## src/rtl/regfile_pkg.sv

```systemverilog
// Shared types and default sizes for the context-switching register file.
package regfile_pkg;
  localparam int W_DEF = 8;
  localparam int D_DEF = 3;

  typedef enum logic [1:0] {
    IDLE    = 2'd0,
    SAVE    = 2'd1,
    RESTORE = 2'd2
  } ctx_state_e;
endpackage

```

## src/rtl/ctx_sequencer.sv

```systemverilog
// Context save/restore sequencer: walks idx across every register, one
// valid/ready handshake per register, and pulses ctx_done after the last one.
module ctx_sequencer
  import regfile_pkg::*;
#(
  parameter int D = D_DEF
) (
  input  logic         clk,
  input  logic         reset,
  input  logic         ctx_save,
  input  logic         ctx_restore,
  input  logic         spill_ready,
  input  logic         fill_valid,
  output logic         busy,
  output logic         ctx_done,
  output logic         spill_valid,
  output logic         fill_ready,
  output logic         fill_we,
  output logic [D-1:0] idx
);
  ctx_state_e   state_q;
  logic [D-1:0] idx_q;
  logic         done_q;
  logic         last;

  assign last = &idx_q;

  always_ff @(posedge clk) begin
    if (reset) begin
      state_q <= IDLE;
      idx_q   <= '0;
      done_q  <= 1'b0;
    end else begin
      done_q <= 1'b0;
      case (state_q)
        IDLE: begin
          // Save has priority when both start pulses arrive together.
          if (ctx_save) begin
            state_q <= SAVE;
            idx_q   <= '0;
          end else if (ctx_restore) begin
            state_q <= RESTORE;
            idx_q   <= '0;
          end
        end
        SAVE: begin
          if (spill_ready) begin
            idx_q <= idx_q + 1'b1;
            if (last) begin
              state_q <= IDLE;
              done_q  <= 1'b1;
            end
          end
        end
        RESTORE: begin
          if (fill_valid) begin
            idx_q <= idx_q + 1'b1;
            if (last) begin
              state_q <= IDLE;
              done_q  <= 1'b1;
            end
          end
        end
        default: state_q <= IDLE;
      endcase
    end
  end

  assign busy        = (state_q != IDLE);
  assign spill_valid = (state_q == SAVE);
  assign fill_ready  = (state_q == RESTORE);
  assign fill_we     = fill_ready & fill_valid;
  assign ctx_done    = done_q;
  assign idx         = idx_q;
endmodule

```

## src/rtl/reg_file_ctx.sv

```systemverilog
// Register file with two read ports, accumulator output and context
// save/restore streaming. Optional same-cycle read bypass: REGFILE_BYPASS_EN.
module reg_file_ctx
  import regfile_pkg::*;
#(
  parameter int W = W_DEF,
  parameter int D = D_DEF
) (
  input  logic         clk,
  input  logic         reset,
  input  logic         reg_write,
  input  logic         zero_store,
  input  logic [D-1:0] write_addr,
  input  logic [W-1:0] data_in,
  input  logic [D-1:0] rd_addr_a,
  input  logic [D-1:0] rd_addr_b,
  output logic [W-1:0] rd_data_a,
  output logic [W-1:0] rd_data_b,
  output logic [W-1:0] zero_reg_out,
  input  logic         ctx_save,
  input  logic         ctx_restore,
  output logic         busy,
  output logic         ctx_done,
  output logic         spill_valid,
  input  logic         spill_ready,
  output logic [W-1:0] spill_data,
  output logic [D-1:0] ctx_idx,
  input  logic         fill_valid,
  output logic         fill_ready,
  input  logic [W-1:0] fill_data
);
  localparam int N = 2**D;

  logic [N-1:0][W-1:0] regs_q;
  logic                fill_we;
  logic                core_we;
  logic [D-1:0]        core_addr;
  logic [D-1:0]        idx;

  ctx_sequencer #(.D(D)) u_seq (
    .clk         (clk),
    .reset       (reset),
    .ctx_save    (ctx_save),
    .ctx_restore (ctx_restore),
    .spill_ready (spill_ready),
    .fill_valid  (fill_valid),
    .busy        (busy),
    .ctx_done    (ctx_done),
    .spill_valid (spill_valid),
    .fill_ready  (fill_ready),
    .fill_we     (fill_we),
    .idx         (idx)
  );

  // Core writes are dropped while the sequencer owns the file.
  assign core_we   = reg_write & ~busy;
  assign core_addr = zero_store ? '0 : write_addr;

  always_ff @(posedge clk) begin
    if (reset) begin
      regs_q <= '0;
    end else if (core_we) begin
      regs_q[core_addr] <= data_in;
    end else if (fill_we) begin
      regs_q[idx] <= fill_data;
    end
  end

`ifdef REGFILE_BYPASS_EN
  always_comb begin
    rd_data_a    = regs_q[rd_addr_a];
    rd_data_b    = regs_q[rd_addr_b];
    zero_reg_out = regs_q[0];
    if (core_we) begin
      if (rd_addr_a == core_addr) rd_data_a = data_in;
      if (rd_addr_b == core_addr) rd_data_b = data_in;
      if (core_addr == '0)        zero_reg_out = data_in;
    end else if (fill_we) begin
      if (rd_addr_a == idx) rd_data_a = fill_data;
      if (rd_addr_b == idx) rd_data_b = fill_data;
      if (idx == '0)        zero_reg_out = fill_data;
    end
  end
`else
  assign rd_data_a    = regs_q[rd_addr_a];
  assign rd_data_b    = regs_q[rd_addr_b];
  assign zero_reg_out = regs_q[0];
`endif

  assign spill_data = regs_q[idx];
  assign ctx_idx    = idx;
endmodule

```

## config.mk

```make
export PLATFORM = sky130hd
export DESIGN_NAME = reg_file_ctx
export DESIGN_NICKNAME = d
export VERILOG_FILES = /design/src/rtl/regfile_pkg.sv /design/src/rtl/ctx_sequencer.sv /design/src/rtl/reg_file_ctx.sv
export SDC_FILE = /design/constraint.sdc
export NUM_CORES = 1
export LEC_CHECK = 0
export CAP_MARGIN = 20
export CORE_ASPECT_RATIO = 1.4
export CORE_MARGIN = 1
export CORE_UTILIZATION = 45
export DETAILED_ROUTE_END_ITERATION = 7
export GPL_ROUTABILITY_DRIVEN = 0
export PLACE_DENSITY = 0.68
export SLEW_MARGIN = 15
export SYNTH_ARGS = -nofsm -noshare
export SYNTH_HDL_FRONTEND = slang
export SYNTH_SLANG_ARGS = --single-unit
```

## constraint.sdc

```tcl
create_clock -name clk -period 4.05 [get_ports clk]
set_input_delay 0.81 -clock clk [delete_from_list [all_inputs] [get_ports clk]]
set_output_delay 0.81 -clock clk [all_outputs]
set_load 0.1 [all_outputs]
```

Word level (Yosys, flattened, before mapping):

Cells that the tools add are included.

* register bits after elaboration: 70
* input bits: 33
* output and inout bits: 39
* word-level logic and storage cells: 65

* add/subtract/negate cells: 1
* order comparisons: 6
* equal/unequal tests: 5
* mux-type cells: 30
* bitwise operators: 3
* reductions and logical operators: 9

Operators with widths (number)
* bitwise mux 64 bit: 2
* two-way mux 64 bit: 2
* binary-select mux 8 bit (select 3 bit): 3
* demux 8 bit (select 3 bit): 2
* two-way mux 8 bit: 5
* less-than comparator 3 x 4 -> 1 bit (second input constant): 4
* two-way mux 3 bit: 5
* two-way mux 2 bit: 5
* one-hot mux 3 bit (3 select lines): 1
* >= comparator 3 x 1 -> 1 bit (second input constant): 2
* one-hot mux 2 bit (3 select lines): 1
* AND reduction 3 bit: 2
* AND reduction 4 bit: 1
* nonzero test 2 bit: 2
* adder 3 x 1 -> 3 bit (second input constant): 1
* two-way mux 1 bit: 3
* != test 3 bit (second input constant): 1
* nonzero test 3 bit: 1
* AND 1 bit: 2
* equality test 2 x 1 -> 1 bit (second input constant): 1
* equality test 2 bit (second input constant): 1
* logical AND 1 bit: 2
* zero test 2 bit: 1
* != test 2 x 1 -> 1 bit (second input constant): 1
* other kinds (3): 3

Longest topological paths before layout:

* depth after elaboration: 7
* depth in mapped cells: 9
* gate-level depth less buffers: 6

By module:

From an unflattened synthesis, not the netlist that was laid out.

* cells, all modules: 513
* area, all modules: 5046.1 um^2

By module, submodules not included
* reg_file_ctx: instances 1, cells an instance 473, area each 4652.0 um^2
* ctx_sequencer: instances 1, cells an instance 40, area each 394.1 um^2

Least setup slack after synthesis:

Ideal clock, no wire load.

* path kind: reg-to-output
* start point: register u_seq.idx_q[1], in the netlist u_seq.idx[1]
* end point: output spill_data[4]
* arrival: 4.145 ns
* data required time: 3.240 ns
* path slack: -0.905 ns
* stages on the path, launching flop included: 7
* buffers on the path: 2
* cells stage by stage: dfxtp_1 > buf_2 > buf_2 > inv_1 > nor2_1 > a22oi_1 > o21ai_0

* longest elaborated chain between the ends: 2

Ends and longest elaborated chain
* start: declaration: RTL line ctx_sequencer.sv:22 `logic [D-1:0] idx_q;`
* start signal: assignment: RTL line ctx_sequencer.sv:48 `idx_q <= idx_q + 1'b1;`
* start signal: assignment: RTL line ctx_sequencer.sv:57 `idx_q <= idx_q + 1'b1;`
* binary-select mux 8 bit (select 3 bit): RTL line reg_file_ctx.sv:90 `assign spill_data = regs_q[idx];`
* two-way mux 8 bit (not written as such): RTL line reg_file_ctx.sv:90
* end: declaration: RTL line reg_file_ctx.sv:26 `output logic [W-1:0] spill_data,`

Every way passes these cells. The select of a mux whose other input is x is not followed.

Worst setup path after layout:

* start point: register u_seq.idx_q[2], in the netlist u_seq.idx[2]
* end point: output spill_data[4]

The elaborated chain is that of the path after synthesis.

==> run_results.csv <==
group,metric,value,unit
setup_path,critPathMaxFanout,20,
cts,cts_buffers,9,
global_route,grtUsageTotal,0.3194,
power,leakage,2.223,nW
sta,setup_viol,0,
die,ioPinCount,72,
power,fin_total_pwr,0.003615,W
sta,slew_headroom,0.2888,
routing,dr_total_vias,5405,
cts,root_buffer,"clkbuf_16",
finish,fin_nets,664,
die,dieArea,12170,µm²
synth,synth_common_cells,"113 x nor3_1, 70 x a21oi_1, 70 x dfxtp_1, 57 x o22ai_1, 38 x mux4_2",
setup_path,critPathCaptureType,"primary output",
synth,yosysMostFrequentCell,"nor3_1",
sta,skew,6.017,ps
synth,synth_area,5275,µm²
min_path,hold_path_class,"reg -> reg",
cts,cts_sinks,70,
synth,yosysWarningCount,0,
synth,yosysTopAreaCell,"dfxtp_1",
sta,rsz0062_at_grt,"no",
global_route,grt_pass1_vias,5190,
global_route,antenna_found_initial,0,
setup_path,critical_path.startpoint_type,"flip-flop",
synth,synth_nets,634,
global_route,grt_pass1_wl,28570,µm
cts,worstSkewPairLatency,340,ps
place,dp.cells,757,
place,io_buffers,71,
routing,wl,18830,µm
power,powerDensity,559.7,nW/µm²
sta,fin_crit,3491,ps
cts,cts_max_path_buffers,2,
synth,ys_types,53,
synth,synth_flop_cell,"dfxtp_1",
finish,antenna_cells,0,
synth,synth_top_area_share,0.2657,
finish,final_cells,773,
die,die_w,93.51,µm
cts,hold_buffers,0,
synth,postSynthCellCount,594,
routing,drtIter0Drc,605,
place,dpl.hpwl,14000,µm
setup_path,required,3240,ps
cts,h-tree-depth,3,
global_route,grt_max_degree,39,
routing,drt-vias-per-instance,6.992,
routing,drcViolationCount,0,
die,placementRows,46,
routing,drtAntennaViolNets,0,
synth,async_flop_share,0,
cts,cts_tree,"done",
power,peakVddDrop,538.1,µV
sta,slew_viol_final,0,
synth,syn_avg_cell_area,8.881,µm²
routing,wl_per_cell,24.36,µm
die,die_y,130.1,µm
routing,drtPass1Iterations,7,
die,initial_utilization,0.4629,
finish,utilization,0.5668,
synth,ys_top_cells_by_area,"dfxtp_1 27%, mux4_2 16%, nor3_1 11%, o22ai_1 6.8%, a21oi_1 6.6%",
sta,finalCritPeriodShare,0.8620,
finish,layout-drive-gt1-share,0.2480,
cts,cts_setup_buffers,0,
global_route,grt_overflow,0,
finish,area_growth,22.44,%
setup_path,cp.arrival,2680,ps
sta,worst_pin_slew,1065,ps
setup_path,path_class,"reg -> out",
synth,synth-edff-count,0,
synth,ys_seq_elements,70,
sta,clock.fmax,286.4,MHz
sta,finalHoldViolations,0,
outcome,status,"finished clean",
die,fp.coreArea,11400,µm²
synth,ys_seq_area_frac,0.2657,
flow_run,cap_violations,0,
cts,cts_resized,0,
cts,cts.clk_slew.worst_paths,60,ps
[final timing paths]
kind | startpoint | end | slack, ps | cells past startpoint
worst min register to register | u_seq.state_q[0] | u_seq.state_q[0] | 540 | 2
worst min-delay path | u_seq.state_q[0] | u_seq.state_q[0] | 540 | 2
worst max register to register | u_seq.state_q[0] | regs_q[49] | 1190 | 6
worst max-delay path | u_seq.idx[2] | spill_data[4] | 560 | 5
[report_power, final]
group          switching, W  internal [W]
Sequential         0.000128      0.000753
Combinational       0.00127      0.000519
Clock              0.000312      0.000635
Total               0.00171       0.00191
[layout by cell type (no fill, tap or decap), types with 4 or more instances in the layout]
master and n:
nand2_1 9, dfxtp_1 70, nor3_2 6, or3_1 7, clkdlybuf4s50_1 42, buf_12 17
mux4_2 38, o21ai_0 4, clkbuf_16 9, o22ai_1 57, nor2_1 13, nand3b_1 5
nand2b_1 4, inv_1 16, nor3_1 113, a21oi_1 70, o221a_2 8, ha_1 7
nand3_1 13, mux2_2 19, mux2i_1 12, buf_4 26, or2_2 6, nor2b_1 4
a21bo_2 8
[cells by family after synthesis]
logic type | after synthesis | share of synthesized area
simple gates | 202 | 0.2173
compound gates | 163 | 0.2007
buf+inv | 83 | 0.07424
flops | 70 | 0.2657
mux | 69 | 0.2256
fa+ha+maj | 7 | 0.01660
[registers in the layout, summed over array words and instances, names as in the netlist]
| signal | cells |
|---|---|
| regs_q | 56 |
| zero_reg_out | 8 |
| u_seq.idx | 3 |
| u_seq.state_q | 2 |
| u_seq.ctx_done | 1 |
[per-stage QoR]
| step | TNS [ps] | hold slack [ps] | cell area (µm²) | setup WS, ps |
|---|---|---|---|---|
| after floorplan | -149.6 | 480.4 | 5291 | -149.6 |
| after CTS | 0 | 550.0 | 6459 | 563.5 |
| after detailed placement | 0 | 537.3 | 6101 | 573.6 |
| after global routing | 0 | 579.3 | 6459 | 483.7 |
| after global placement | 0 | 503.6 | 6081 | 593.0 |
| final | 0 | 543.0 | 6459 | 558.7 |
[layout make-up]
| type | count | area [µm²] |
|---|---|---|
| clock buffer | 11 | 252.7 |
| clock inverter | 5 | 105.1 |
| fill | 1025 | 4937 |
| inverter | 16 | 60.06 |
| multi-input combinational | 441 | 3498 |
| sequential | 70 | 1401 |
| tap | 144 | 180.2 |
| timing repair buffer | 86 | 960.9 |
[critical path: stages (launching register included)]
cell     delay (ps)
dfxtp_1        1020
buf_4           330
mux2i_1         100
mux4_2          460
o21ai_1          90
buf_4           310
[metal layers]
layer / routed length [µm] / GRT usage
met4: 1408 / 0.2534
met2: 9294 / 0.5437
met5: 0 / 0
met3: 1615 / 0.04079
met1: 6512 / 0.3595
(Power assumes the default switching activity.)
